## config.mk

```make
export PLATFORM = sky130hd
export DESIGN_NAME = dmem_arbiter
export DESIGN_NICKNAME = d
export VERILOG_FILES = /design/src/rtl/dmem_arb_pkg.sv /design/src/rtl/arb_wait_counter.sv /design/src/rtl/dmem_arbiter.sv
export SDC_FILE = /design/constraint.sdc
export NUM_CORES = 1
export LEC_CHECK = 0
export BUFFER_PORTS_ARGS = -buffer_cell sky130_fd_sc_hd__buf_4
export CELL_PAD_IN_SITES_DETAIL_PLACEMENT = 0
export CELL_PAD_IN_SITES_GLOBAL_PLACEMENT = 1
export CORE_AREA = 2 2 114 116
export DETAILED_ROUTE_END_ITERATION = 7
export DIE_AREA = 0 0 116 118
export PLACE_DENSITY = 0.83
export SLEW_MARGIN = 25
export SYNTH_ARGS = -nofsm -noshare
export SYNTH_HDL_FRONTEND = slang
export SYNTH_SLANG_ARGS = --single-unit
export TNS_END_PERCENT = 10
```

## constraint.sdc

```tcl
create_clock -name clk -period 2 [get_ports clk]
set_input_delay 0.2 -clock clk [delete_from_list [all_inputs] [get_ports clk]]
set_output_delay 0.2 -clock clk [all_outputs]
set_load 0.02 [all_outputs]
```

## src/rtl/dmem_arb_pkg.sv

```systemverilog
`default_nettype none
// ============================================================================
//  Module  : dmem_arb_pkg
//  Purpose : Shared definitions for the data-memory arbiter: default widths,
//            arbiter state encoding and the wait-counter width.
//  Ports   : none (package)
//  Rev     : 1.0  initial release
// ============================================================================
package dmem_arb_pkg;

  localparam int c_AW_DEF   = 32;  // default byte-address width
  localparam int c_DW_DEF   = 32;  // default data width
  localparam int c_XMW_DEF  = 4;   // default X_MAX_WAIT
  localparam int c_WCNT_W   = 4;   // wait counter width, covers X_MAX_WAIT 1..15

  localparam logic [1:0] c_ST_IDLE  = 2'd0;
  localparam logic [1:0] c_ST_WAIT  = 2'd1;
  localparam logic [1:0] c_ST_FORCE = 2'd2;
  localparam logic [1:0] c_ST_XRESP = 2'd3;

  typedef enum logic [1:0] {
    ST_IDLE  = c_ST_IDLE,
    ST_WAIT  = c_ST_WAIT,
    ST_FORCE = c_ST_FORCE,
    ST_XRESP = c_ST_XRESP
  } arb_state_e;

endpackage : dmem_arb_pkg
`default_nettype wire

```

## src/rtl/arb_wait_counter.sv

```systemverilog
`default_nettype none
// ============================================================================
//  Module  : arb_wait_counter
//  Purpose : Saturating up-counter with synchronous clear. Counts the cycles
//            the X master has lost arbitration; o_hit flags saturation.
//  Ports   : clk, rst     clock / asynchronous active-high reset
//            i_clr        clear to zero (dominates i_inc)
//            i_inc        increment, saturating at i_max
//            i_max        saturation value
//            o_cnt        current count
//            o_hit        o_cnt == i_max
//  Rev     : 1.0  initial release
// ============================================================================
module arb_wait_counter
  import dmem_arb_pkg::*;
#(
  parameter int W = c_WCNT_W
) (
  input  logic         clk,
  input  logic         rst,
  input  logic         i_clr,
  input  logic         i_inc,
  input  logic [W-1:0] i_max,
  output logic [W-1:0] o_cnt,
  output logic         o_hit
);

  logic [W-1:0] r_cnt;
  logic         w_hit;

  assign w_hit = (r_cnt == i_max);

  always_ff @(posedge clk or posedge rst) begin
    if (rst) begin
      r_cnt <= '0;
    end else if (i_clr) begin
      r_cnt <= '0;
    end else if (i_inc && !w_hit) begin
      r_cnt <= r_cnt + 1'b1;
    end
  end

  assign o_cnt = r_cnt;
  assign o_hit = w_hit;

endmodule : arb_wait_counter
`default_nettype wire

```

## src/rtl/dmem_arbiter.sv

```systemverilog
`default_nettype none
// ============================================================================
//  Module  : dmem_arbiter
//  Purpose : Shares the single-port data memory between the core's Memory
//            stage (CPU port, priority) and an external loader/DMA master
//            (X port). X is force-granted for one cycle after losing
//            X_MAX_WAIT cycles in a row, stalling the core for that cycle.
//  Config  : `define DMEM_ARB_PERF_EN adds the stall_cnt output, a 32-bit
//            wrapping count of c_stall cycles.
//  Ports   : clk, reset                      clock / async active-high reset
//            c_req c_we c_addr c_wdata       CPU access in
//            c_rdata c_stall                 CPU read data / stall out
//            x_req x_we x_addr x_wdata       X access in (held until x_ack)
//            x_ack x_rdata                   X registered response
//            mem_we mem_a mem_wd mem_rd      dmem interface
//            stall_cnt                       [DMEM_ARB_PERF_EN] stall count
//  Rev     : 1.0  initial release
// ============================================================================
module dmem_arbiter
  import dmem_arb_pkg::*;
#(
  parameter int AW         = c_AW_DEF,
  parameter int DW         = c_DW_DEF,
  parameter int X_MAX_WAIT = c_XMW_DEF
) (
  input  logic          clk,
  input  logic          reset,
  input  logic          c_req,
  input  logic          c_we,
  input  logic [AW-1:0] c_addr,
  input  logic [DW-1:0] c_wdata,
  output logic [DW-1:0] c_rdata,
  output logic          c_stall,
  input  logic          x_req,
  input  logic          x_we,
  input  logic [AW-1:0] x_addr,
  input  logic [DW-1:0] x_wdata,
  output logic          x_ack,
  output logic [DW-1:0] x_rdata,
  output logic          mem_we,
  output logic [AW-1:0] mem_a,
  output logic [DW-1:0] mem_wd,
  input  logic [DW-1:0] mem_rd
`ifdef DMEM_ARB_PERF_EN
  ,
  output logic [31:0]   stall_cnt
`endif
);

  localparam logic [c_WCNT_W-1:0] c_MAX = c_WCNT_W'(X_MAX_WAIT);

  logic                r_x_ack;
  logic [DW-1:0]       r_x_rdata;
  arb_state_e          r_state;
  arb_state_e          w_state_nxt;

  logic                w_gnt_x;
  logic                w_gnt_c;
  logic                w_force_x;
  logic                w_inc;
  logic                w_clr;
  logic                w_inc_hits;
  logic [c_WCNT_W-1:0] w_wait_cnt;

  // --------------------------------------------------------------------------
  // Grant. The ~r_x_ack term keeps a still-asserted x_req from being served a
  // second time in its acknowledge cycle, which also guarantees the core is
  // never stalled in two consecutive cycles.
  // --------------------------------------------------------------------------
  assign w_gnt_x = x_req & ~r_x_ack & (~c_req | w_force_x);
  assign w_gnt_c = c_req & ~w_gnt_x;

  // X lost this cycle: it is pending, not in its ack cycle, and not granted.
  assign w_inc = x_req & ~r_x_ack & ~w_gnt_x;
  assign w_clr = w_gnt_x | ~x_req;

  arb_wait_counter #(
    .W (c_WCNT_W)
  ) u_wait_cnt (
    .clk   (clk),
    .rst   (reset),
    .i_clr (w_clr),
    .i_inc (w_inc),
    .i_max (c_MAX),
    .o_cnt (w_wait_cnt),
    .o_hit (w_force_x)
  );

  // Next loss makes the counter reach the limit, so the following cycle forces.
  assign w_inc_hits = (c_WCNT_W'(w_wait_cnt + 1'b1) == c_MAX);

  // --------------------------------------------------------------------------
  // Memory-side mux. CPU fields are the idle default so that a CPU access
  // always sees the same address path whether or not X is requesting.
  // --------------------------------------------------------------------------
  assign mem_a   = w_gnt_x ? x_addr  : c_addr;
  assign mem_wd  = w_gnt_x ? x_wdata : c_wdata;
  assign mem_we  = (w_gnt_c & c_we) | (w_gnt_x & x_we);

  assign c_rdata = mem_rd;
  assign c_stall = c_req & w_gnt_x;

  // --------------------------------------------------------------------------
  // X response: one-cycle ack pulse; read data captured in the service cycle
  // and held until the next X service.
  // --------------------------------------------------------------------------
  always_ff @(posedge clk or posedge reset) begin
    if (reset) begin
      r_x_ack   <= 1'b0;
      r_x_rdata <= '0;
    end else begin
      r_x_ack <= w_gnt_x;
      if (w_gnt_x) begin
        r_x_rdata <= mem_rd;
      end
    end
  end

  assign x_ack   = r_x_ack;
  assign x_rdata = r_x_rdata;

  // --------------------------------------------------------------------------
  // Arbitration state, tracking where X is in its wait/force/respond cycle.
  // --------------------------------------------------------------------------
  always_ff @(posedge clk or posedge reset) begin
    if (reset) begin
      r_state <= ST_IDLE;
    end else begin
      r_state <= w_state_nxt;
    end
  end

  always_comb begin
    w_state_nxt = r_state;
    if (w_gnt_x) begin
      w_state_nxt = ST_XRESP;
    end else begin
      case (r_state)
        ST_IDLE: begin
          if (w_inc) begin
            w_state_nxt = w_inc_hits ? ST_FORCE : ST_WAIT;
          end
        end
        ST_WAIT: begin
          if (!x_req) begin
            w_state_nxt = ST_IDLE;
          end else if (w_inc && w_inc_hits) begin
            w_state_nxt = ST_FORCE;
          end
        end
        ST_FORCE: begin
          if (!x_req) begin
            w_state_nxt = ST_IDLE;
          end
        end
        ST_XRESP: begin
          w_state_nxt = ST_IDLE;
        end
        default: begin
          w_state_nxt = ST_IDLE;
        end
      endcase
    end
  end

`ifdef DMEM_ARB_PERF_EN
  // --------------------------------------------------------------------------
  // Stall performance counter, wraps at 2^32.
  // --------------------------------------------------------------------------
  logic [31:0] r_stall_cnt;

  always_ff @(posedge clk or posedge reset) begin
    if (reset) begin
      r_stall_cnt <= '0;
    end else if (c_stall) begin
      r_stall_cnt <= r_stall_cnt + 32'd1;
    end
  end

  assign stall_cnt = r_stall_cnt;
`endif

endmodule : dmem_arbiter
`default_nettype wire

```

# Yosys cells after proc, flatten, opt, wreduce, memory -nomap -nowiden
# Cells that the tools add are included.
# classes
n_reduce_logical	3
n_eq_ne	1
bitwise	14
addsub	1
n_mux	4
# ops
operator	n
2-to-1 mux 32 bit	2
2-to-1 mux 4 bit	2
bitwise AND 1 bit	7
adder 4 x 1 -> 4 bit (second input constant)	1
== test 4 x 3 -> 1 bit (second input constant)	1
inverter 1 bit	4
bitwise OR 1 bit	3
nonzero test 2 bit	1
logical AND 1 bit	1
logical NOT 1 bit	1
# totals
inputBits	166
register_bits	37
word_cells	26

# Depth between registers and ports, before layout
# Gate-level depths: netlist of run 1.
# logic_depth
depth_word	8
depth_mapped	8

# Hierarchy
# Synthesis of run 1 repeated with hierarchy kept, for this count alone.
# hier_totals
hier_cells	209
hier_area_um2	2681.3
# modules_own_cells
module	area_per_inst_um2	cells_per_inst	n_inst
dmem_arbiter	2421.1	185	1
arb_wait_counter	260.2	24	1

# Worst setup path after synthesis of run 1
# OpenSTA, ideal clock, no wires.
# synth_path
kind	register to output
startpoint	reg u_wait_cnt.r_cnt[0], in the netlist u_wait_cnt.o_cnt[0]
endpoint	out mem_wd[19]
path_stages_with_launch	9
slack_ns	0.142
n_path_buf	3
arrival_ns	1.658
cell_sequence	dfrtp_1 -> inv_1 -> ha_1 -> nand3b_1 -> a21boi_4 -> buf_6 -> buf_8 -> buf_12 -> mux2_4
# synth_between
elab_chain_cells	4
# synth_rtl
item	line	text
start, declared	arb_wait_counter.sv:28	logic [W-1:0] r_cnt;
start signal, assigned	arb_wait_counter.sv:39	r_cnt <= r_cnt + 1'b1;
== test 4 x 3 -> 1 bit	arb_wait_counter.sv:31	assign w_hit = (r_cnt == i_max);
bitwise OR 1 bit	dmem_arbiter.sv:70	assign w_gnt_x = x_req & ~r_x_ack & (~c_req | w_force_x);
bitwise AND 1 bit	dmem_arbiter.sv:70	
2-to-1 mux 32 bit	dmem_arbiter.sv:97	assign mem_wd = w_gnt_x ? x_wdata : c_wdata;
end, declared	dmem_arbiter.sv:42	output logic [DW-1:0] mem_wd,
# Every way passes these cells.

# Final worst setup path of run 1
# layout_path
startpoint	reg u_wait_cnt.r_cnt[1], in the netlist u_wait_cnt.o_cnt[1]
endpoint	out mem_a[24]
# layout_between
elab_chain_cells	4
# layout_rtl
item	line	text
== test 4 x 3 -> 1 bit	arb_wait_counter.sv:31	
bitwise OR 1 bit	dmem_arbiter.sv:70	
bitwise AND 1 bit	dmem_arbiter.sv:70	
2-to-1 mux 32 bit	dmem_arbiter.sv:96	assign mem_a = w_gnt_x ? x_addr : c_addr;
end, declared	dmem_arbiter.sv:41	output logic [AW-1:0] mem_a,
# Every way passes these cells.

==> out/metrics.cfg, run 1 <==
[routing]
routedWlPerCell_um = 18.0
drcViolationCount = 0
drt-total-wl_mm = 11.9
ant_nets = 0
drt_iter0_drc = 92
drtPass1Iterations = 4
avgViaCountPerCell = 4.15
num_vias = 2754

[setup_path]
r2r_slack_ps = 70
worstPathMaxFanout = 8
crit_type = reg2out
timing.rr.end = x_rdata[12]
start_kind = flip-flop
rr_worst_depth = 8
cp_cell_sequence = inv_2 > ha_2 > nand3b_1 > a21boi_4 > buf_12 > clkbuf_16 > mux2_4 > buf_6
cp_slowest_cell = dfrtp_1
cp.required_ps = 1800
cp-end-kind = primary output
arrival_ps = 2080
crit_start = u_wait_cnt.o_cnt[1]
cpPeakStageDelay_ps = 390
timing.rr.start = u_wait_cnt.o_cnt[1]

[sta]
slew-limit-headroom = 0.669
rsz0062_at_grt = yes
worst_hold_slack_ps = 24.4
hold_viol = 0
timing.fmax_ghz = 0.438
timing.final.crit_share = 1.14
tightest_slew_ps = 497
period_needed_ps = 2280
fin_skew_ps = 6.70
timing.final.ws_setup_ps = -281
setup_violations = 65
final_max_slew_viol_count = 0

[yosys]
avgSynthCellArea_um2 = 12.9
ys_types = 28
yosys_warnings = 0
syn_inst = 207
yosys.area_share.simple = 0.0381
synthAdderAreaFrac = 0.00940
syn_area_um2 = 2660
yosysTopAreaCellShare = 0.348
synth-seq-cells = 37
ys_seq_area_frac = 0.348
synth_fp_nets = 375
synth_top_family_by_area = multiplexers
synthMuxAreaShare = 0.434
synth_area_leaders = dfrtp_1 (35%), mux2_2 (32%), buf_4 (11%)
synth-compound-area-share = 0.0268
post-synth-top-area-cell = dfrtp_1
synth-xor-area-share = 0

[grt]
grt_pass1_wl_mm = 15.4
global_route.usage.total = 0.144
overflow = 0
grt_max_degree = 38
grt_pass1_vias = 2811
antenna_found_initial = 0

[finish]
layout-drive-gt1-share = 0.874
fin_nets = 658
antenna_cells = 0
syn_to_final_growth_pct = 114
layoutNonFillerInstCount = 663

[worst_hold_path]
hold_class = in2async

[power]
p_leak_nw = 2.90
p_total_w = 0.00350
ir_worst_vdd_mv = 0.422
power.density_nw_per_um2 = 613

[floorplanning]
io_pins = 297
chipHeight_um = 118
core_um2 = 12400
num_rows = 41
die_w_um = 116
die_area_um2 = 13700
initial_utilization = 0.214

[placement]
port-buffer-count = 296
gp_congestion = 0.890
dpl.hpwl_mm = 8.45
dpl.cell_count = 641

[clock_tree]
h-tree-depth = 2
tritoncts = built
clkTransAtPathRegs_ps = 60
hold_buffers = 0
clkSinkCount = 37
root_buffer = clkbuf_16
numCtsBuffers = 5
clk_latency_ps = 280
clock_path_buffers = 2

[outcome]
status = finished, violations left
violations = negative setup slack

[job]
maxCapViolations = 0

[through the flow]
step           worst slack [ps]  TNS (ps)   util  instance area (µm²)
2_1_floorplan               142         0      -                 2660
3_3_place_gp              -22.3     -22.3  0.390                 4840
3_5_place_dp              -43.2      -793  0.390                 4840
4_1_cts                    -322    -16780  0.425                 5280
5_1_grt                    -367    -22240  0.460                 5710
6_report                   -281    -16300  0.460                 5710
[cells in the final DEF, fill, tap and decap left out, types with 2 or more instances in the layout]
master     Yosys  layout
buf_16         0       4
nand2_1        4       4
buf_4         40     243
buf_8          1       3
clkbuf_16      0      10
buf_6          1      65
mux2_2        76      32
nand3_1        3       3
dfrtp_1       37      37
mux2_4        20      64
and3_1         2       2
[cell families after synthesis]
family	count (synthesis)
AOI/OAI and AO/OA	8
adders and majority gates	2
buffers and inverters	48
DFF	37
muxes	96
and+or+nand+nor	16
[routing by layer]
metal | GRT usage | share of wire | up-vias
met4 | 0.0417 | 0.015 | 0
met3 | 0.0278 | 0.066 | 14
met2 | 0.276 | 0.54 | 132
li1 | - | - | 1279
met5 | 0 | 0 | -
met1 | 0.158 | 0.38 | 1329
[sequential cells by signal, indices dropped and copies added, names as in the netlist]
name and cells:
u_wait_cnt.o_cnt 4, x_ack 1, x_rdata 32
[worst max-delay path, delay by kind of cell (launching register included)]
| family | cells | cell delay [ps] |
|---|---|---|
| fa+ha+maj | 1 | 160 |
| simple gates | 1 | 140 |
| buf+inv | 4 | 560 |
| flops | 1 | 390 |
| mux | 1 | 320 |
| compound gates | 1 | 230 |
[Yosys cell counts]
cell type	instances
a41oi_1	1
a21boi_4	1
buf_6	1
a21oi_1	1
buf_4	40
a21boi_0	1
o41ai_1	1
nand2_1	4
nand3_1	3
mux2_2	76
nor4bb_1	1
nand2b_1	1
ha_1	2
mux2_4	20
nand4b_1	1
and3b_1	1
a32o_1	1
and3_1	2
nor2_1	1
nor2b_4	1
inv_1	3
buf_12	2
o21ai_0	1
buf_2	1
buf_8	1
nand3b_1	1
dfrtp_1	37
o31ai_1	1
[area by class of cell]
class,count,area (µm²)
fill,1150,6710
tap,172,215
sequential,37,926
clock buffer,6,139
clock inverter,2,37.5
inverter,3,11.3
multi-input combinational,122,1520
timing repair buffer,321,2860
[report_power, final]
| group | total [W] | switching (W) | internal, W | leakage [nW] |
|---|---|---|---|---|
| Clock | 0.000949 | 0.000327 | 0.000623 | 0.0831 |
| Sequential | 0.000931 | 0.0000629 | 0.000868 | 0.443 |
| Combinational | 0.00162 | 0.000702 | 0.000918 | 2.37 |
| Total | 0.00350 | 0.00109 | 0.00241 | 2.90 |
[timing repair]
action / CTS / global route
pin swaps: 2 / 2
buffers inserted: 2 / 4
setup endpoints to repair: 65 / 74
gates resized for setup: 49 / 71
cloned: 2 / 6
[worst max path at each step]
stage,to,slack (ps)
2_1_floorplan,mem_wd[19],140
5_1_grt,mem_wd[13],-370
3_5_place_dp,mem_a[21],-40
6_report,mem_a[24],-280
4_1_cts,mem_a[4],-320
3_3_place_gp,mem_a[21],-20
No activity file was read; power rests on OpenSTA's default activity.
==> run 2: changes to the inputs <==
- BUFFER_PORTS_ARGS: -buffer_cell sky130_fd_sc_hd__buf_4 -> -buffer_cell sky130_fd_sc_hd__buf_2
- PLACE_DENSITY: 0.83 -> unset
- PLACE_DENSITY_LB_ADDON: unset -> 0.1
- clock period: 2 -> 2.6 ns (I/O delays scaled with it)
==> run 2 against run 1 <==
  * The flow now finishes without violations
  * Total power fell by 35%
  * Global-route usage is 2.8 points lower
  * Clock power fell by 25%
  * Clock-buffer cell count rose by 1
  * Setup slack improved by 360 ps
  * Combinational power down 47%
==> out/metrics.cfg, run 2 (synthesized netlist as in run 1, its figures left out) <==
[outcome]
status = complete, no violations  ; was finished, violations left

[sta]
fin_setup_tns_ps = 0  ; was -16,300 ps
rsz0062_at_grt = yes  ; unchanged
slew-limit-headroom = 0.637  ; was 0.669
tightest_slew_ps = 543  ; was 497 ps
fin_skew_ps = 5.45  ; was 6.70 ps
hold_viol = 0  ; unchanged
timing.fmax_ghz = 0.397
timing.final.ws_setup_ps = 78.0  ; was -281 ps
final_max_slew_viol_count = 0  ; unchanged
setup_violations = 0  ; was 65
timing.final.crit_share = 0.970
period_needed_ps = 2520

[finish]
fin_nets = 637  ; was 658
layout-drive-gt1-share = 0.862  ; was 0.874
final_common_cell = buf_2  ; was buf_4
stdcell_area_um2 = 4220  ; was 5710 µm²
seq_area_um2 = 926  ; unchanged
fillers = 1335  ; was 1,150
layoutNonFillerInstCount = 642  ; was 663
antenna_cells = 0  ; unchanged
mostFrequentLayoutCells = buf_2 (296), mux2_2 (76), dfrtp_1 (37)  ; was buf_4 (243), buf_6 (65), mux2_4 (64)
largest_reg_flops = 32  ; unchanged
multi_input_area_um2 = 1350  ; was 1520 µm²
syn_to_final_growth_pct = 58.3  ; was 114%

[clock_tree]
cts_setup_buffers = 0  ; was 2
hold_buffers = 0  ; unchanged
root_buffer = clkbuf_16  ; unchanged
clock_path_buffers = 2  ; unchanged
clkSinkCount = 37  ; unchanged
clkTransAtPathRegs_ps = 60  ; about the same
post_cts_resized = 0  ; was 49
tritoncts = built  ; unchanged
numCtsBuffers = 5  ; unchanged
h-tree-depth = 2  ; unchanged
clk_latency_ps = 270  ; was 280 ps

[setup_path]
crit_type = reg2out  ; unchanged
crit_family = buffers and inverters  ; unchanged
cpPeakStageDelay_ps = 420  ; was 390 ps
cp.required_ps = 2340  ; was 1800 ps
arrival_ps = 2260  ; was 2080 ps
cp.buffers_inverters = 3  ; was 4
start_kind = flip-flop  ; unchanged
cp_cell_sequence = inv_1 > ha_1 > nand3b_1 > a21boi_4 > buf_12 > mux2_2 > buf_2  ; was inv_2 > ha_2 > nand3b_1 > a21boi_4 > buf_12 > clkbuf_16 > mux2_4 > buf_6
cp-end-kind = primary output  ; unchanged
worstPathMaxFanout = 63  ; was 8
cp_slowest_cell = dfrtp_1  ; unchanged

[routing]
routedWlPerCell_um = 13.6  ; was 18.0 µm
drt_iter0_drc = 57  ; was 92
avgViaCountPerCell = 3.95  ; was 4.15
drcViolationCount = 0  ; unchanged
drtPass1Iterations = 2  ; was 4
ant_nets = 0  ; unchanged
drt-total-wl_mm = 8.74  ; was 11.9 mm
num_vias = 2539  ; was 2,754

[placement]
dpl.cell_count = 634  ; was 641
port-buffer-count = 296  ; unchanged
dpl.hpwl_mm = 7.11  ; was 8.45 mm
dpl_cell_area_um2 = 4040  ; was 4840 µm²
gp_congestion = 0.744  ; was 0.890
pre_cts_slack_ps = 361  ; was -43.2 ps

[grt]
grt_util_met3 = 0.0268  ; was 0.0278
antenna_found_initial = 0  ; unchanged
grt_pass1_vias = 2350  ; was 2,811
gr-usage-met1 = 0.116  ; was 0.158
grt_max_degree = 64  ; was 38
grt_pass1_wl_mm = 12.3  ; was 15.4 mm
overflow = 0  ; unchanged
global_route.usage.total = 0.116  ; was 0.144
top_usage_layer = met2  ; unchanged
use_met2 = 0.230  ; was 0.276

[power]
p_leak_nw = 2.24  ; was 2.90 nW
ir_worst_vdd_mv = 0.321  ; was 0.422 mV
power.density_nw_per_um2 = 542  ; was 613 nW/µm²

[job]
maxCapViolations = 0  ; unchanged

[floorplanning]
chipHeight_um = 118  ; unchanged
die_w_um = 116  ; unchanged
num_rows = 41  ; unchanged
core_um2 = 12400  ; unchanged
initial_utilization = 0.214  ; unchanged
die_area_um2 = 13700  ; unchanged
io_pins = 297  ; unchanged

[worst_hold_path]
hold_class = in2async  ; unchanged

-- run 2: cell count changes in the layout (fill, tap and decap cells not counted), sizes merged --
cell,before,now
inv,2,3
clkinv,1,0
buf,316,300
clkinvlp,1,0
clkbuf,11,7
-- run 2: worst paths after layout --
path	from	to	slack, ps	depth (start not counted)
worst max-delay path	u_wait_cnt.o_cnt[0]	mem_a[1]	80	7
worst min-delay path	reset	x_rdata[20]	20	2
worst max register to register	u_wait_cnt.o_cnt[0]	x_rdata[11]	650	6
worst min register to register	x_rdata[21]	x_rdata[21]	500	1
max in group asynchronous	reset	x_rdata[9]	1840	3
min in group clk	mem_rd[1]	x_rdata[1]	230	2
-- run 2: layout make-up --
class,count,area share
clock buffer,7,0.0338
clock inverter,1,0.00712
inverter,3,0.00267
multi-input combinational,122,0.321
sequential,37,0.220
tap,172,0.0511
timing repair buffer,300,0.364
-- run 2: where the power goes --
group	leakage (nW)	internal, W	switching, W	total [W]
Combinational	1.71	0.000398	0.000462	0.000860
Sequential	0.443	0.000668	0.0000453	0.000713
Clock	0.0841	0.000479	0.000231	0.000710
-- run 2: stage by stage --
step,hold slack [ps],util,total power (W)
6_report,17.9,0.340,0.00228
5_1_grt,66.1,0.340,0.00241
4_1_cts,30.2,0.340,0.00233
3_5_place_dp,334,0.326,0.00159
3_3_place_gp,345,0.326,0.00160
2_1_floorplan,408,-,0.00129
-- run 2: routing by layer --
metal,share of wire,wire length [µm]
met5,0,0
met4,0.017,146
met3,0.086,755
met2,0.55,4780
met1,0.35,3060
==> run 3: changes to the inputs <==
- CORE_AREA: 2 2 114 116 -> unset
- CORE_ASPECT_RATIO: unset -> 1.5
- CORE_MARGIN: unset -> 10
- CORE_UTILIZATION: unset -> 23
- DIE_AREA: 0 0 116 118 -> unset
==> run 3 against run 2 <==
  * Die area is 20% higher
  * Wire length up 39%
  * Clock power down 18%
  * Combinational power grew 2.4%
  * Sequential cell count unchanged
  * Via count grew 2.3%
  * Sequential share of layout area up 0.30 points
  * Core utilization increased by 2.5 points
  * Critical path type unchanged
  * Critical endpoint is now mem_a[24]
==> out/metrics.cfg, run 3 (synthesized netlist as in run 1, its figures left out) <==
[grt]
overflow = 0  ; unchanged
grt_max_degree = 52  ; was 64
global_route.usage.total = 0.139  ; was 0.116
antenna_found_initial = 5  ; was 0
grt_pass1_wl_mm = 17.5  ; was 12.3 mm
grt_pass1_vias = 2863  ; was 2,350

[setup_path]
worstPathMaxFanout = 47  ; was 63
timing.rr.end = x_rdata[9]  ; was x_rdata[11]
arrival_ps = 2220  ; was 2260 ps
crit_family = buffers and inverters  ; unchanged
cp_cell_sequence = inv_1 > ha_1 > nand3b_1 > a21boi_4 > buf_12 > mux2_2 > buf_2  ; unchanged
timing.rr.start = u_wait_cnt.o_cnt[0]  ; unchanged
cp_slowest_cell = dfrtp_1  ; unchanged
crit_type = reg2out  ; unchanged
crit_start = u_wait_cnt.o_cnt[0]  ; unchanged
r2r_slack_ps = 710  ; was 650 ps
rr_worst_depth = 6  ; unchanged
cpPeakStageDelay_ps = 410  ; was 420 ps
cp-end-kind = primary output  ; unchanged
cp.buffers_inverters = 3  ; unchanged
worstSetupEndpoint = mem_a[24]  ; was mem_a[1]
start_kind = flip-flop  ; unchanged
cp.required_ps = 2340  ; about the same
cp.depth = 7  ; unchanged

[routing]
drt_iter0_drc = 64  ; was 57
num_vias = 2597  ; was 2,539
drt-total-wl_mm = 12.2  ; was 8.74 mm
routedWlPerCell_um = 19.6  ; was 13.6 µm
drtPass1Iterations = 4  ; was 2
ant_nets = 0  ; unchanged
drcViolationCount = 0  ; unchanged
avgViaCountPerCell = 4.18  ; was 3.95

[sta]
final_max_slew_viol_count = 0  ; unchanged
fin_skew_ps = 3.32  ; was 5.45 ps
worst_hold_slack_ps = 89.1  ; was 17.9 ps
period_needed_ps = 2480  ; was 2520 ps
setup_violations = 0  ; unchanged
timing.final.crit_share = 0.954  ; was 0.970
tightest_slew_ps = 465  ; was 543 ps
hold_viol = 0  ; unchanged
timing.fmax_ghz = 0.403  ; was 0.397 GHz
slew-limit-headroom = 0.690  ; was 0.637
rsz0062_at_grt = yes  ; unchanged

[clock_tree]
numCtsBuffers = 5  ; unchanged
root_buffer = clkbuf_16  ; unchanged
clk_latency_ps = 270  ; about the same
tritoncts = built  ; unchanged
clock_path_buffers = 2  ; unchanged
cts_setup_buffers = 0  ; unchanged
h-tree-depth = 2  ; unchanged
clkTransAtPathRegs_ps = 50  ; was 60 ps
clkSinkCount = 37  ; unchanged

[placement]
dpl_cell_area_um2 = 4010  ; was 4040 µm²
gp_congestion = 0.808  ; was 0.744
dpl.hpwl_mm = 10.8  ; was 7.11 mm
port-buffer-count = 296  ; unchanged

[finish]
layout-drive-gt1-share = 0.861  ; was 0.862
stdcell_area_um2 = 4160  ; was 4220 µm²
mostFrequentLayoutCells = buf_2 (296), mux2_2 (76), dfrtp_1 (37)  ; unchanged
syn_to_final_growth_pct = 56.2  ; was 58.3%
seq_area_um2 = 926  ; unchanged
final_common_cell = buf_2  ; unchanged
fin_nets = 636  ; was 637
largest_reg_flops = 32  ; unchanged
fillers = 1200  ; was 1,335
multi_input_area_um2 = 1350  ; unchanged

[outcome]
status = complete, no violations  ; unchanged

[floorplanning]
die_w_um = 108  ; was 116 µm
chipHeight_um = 152  ; was 118 µm
die_area_um2 = 16400  ; was 13,700 µm²
initial_utilization = 0.233  ; was 0.214
io_pins = 297  ; unchanged
core_um2 = 11400  ; was 12,400 µm²
num_rows = 48  ; was 41

[worst_hold_path]
hold_class = in2async  ; unchanged

[power]
p_leak_nw = 2.22  ; was 2.24 nW
p_total_w = 0.00218  ; was 0.00228 W
power.density_nw_per_um2 = 524  ; was 542 nW/µm²
ir_worst_vdd_mv = 0.340  ; was 0.321 mV

[job]
maxCapViolations = 0  ; unchanged

-- run 3: cell types whose count changed in the layout (fill, tap and decap cells not counted), sizes merged --
cell / before / now
diode: 0 / 3
buf: 300 / 299
bufinv: 1 / 0
-- run 3: report_power, final --
group          leakage (nW)  internal (W)  switching (W)
registers             0.443      0.000668      0.0000450
clock network        0.0700      0.000376       0.000208
logic                  1.71      0.000397       0.000484
-- run 3: repair_timing --
action	4_1_cts	5_1_grt
gates resized for setup	0	0
hold buffers	0	0
setup endpoints to repair	0	8
-- run 3: worst min-delay path by stage --
stage                     startpoint           to  slack, ps  cells past startpoint
after global placement         reset  x_rdata[24]        410                      3
after global routing           reset  x_rdata[22]        140                      3
after CTS                      reset  x_rdata[21]        110                      3
after floorplan            mem_rd[0]   x_rdata[0]        410                      1
after detailed placement       reset  x_rdata[22]        400                      3
final                          reset  x_rdata[28]         90                      3
-- run 3: stage by stage --
| stage | cells | TNS (ps) | util | worst slack (ps) |
|---|---|---|---|---|
| 2_1_floorplan | 207 | 0 | - | 682 |
| 3_3_place_gp | 611 | 0 | 0.351 | 420 |
| 3_5_place_dp | 611 | 0 | 0.351 | 392 |
| 4_1_cts | 618 | 0 | 0.364 | 84.4 |
| 5_1_grt | 619 | -3.49 | 0.364 | -2.56 |
| 6_report | 621 | 0 | 0.364 | 121 |
-- run 3: per-layer routing --
metal	share of wire	wire length, µm	vias to the layer above	global-route usage
li1	-	-	1231	-
met1	0.34	4190	1174	0.137
met2	0.51	6230	180	0.246
met3	0.13	1630	8	0.0749
met4	0.0076	93	4	0.0395
met5	0.0028	34	-	0
-- run 3: layout make-up --
| type | instances | share of cell area |
|---|---|---|
| Antenna cell | 3 | 0.00181 |
| Multi-Input combinational cell | 122 | 0.326 |
| Timing Repair Buffer | 299 | 0.368 |
| Inverter | 3 | 0.00271 |
| Clock buffer | 7 | 0.0343 |
| Sequential cell | 37 | 0.223 |
| Tap cell | 150 | 0.0451 |
-- run 3: worst register-to-register path: stages (launching register included) --
cell and delay, ps:
dfrtp_1 410, inv_1 70, ha_1 150, nand3b_1 170, a21boi_4 250, buf_12 290
mux2_2 440
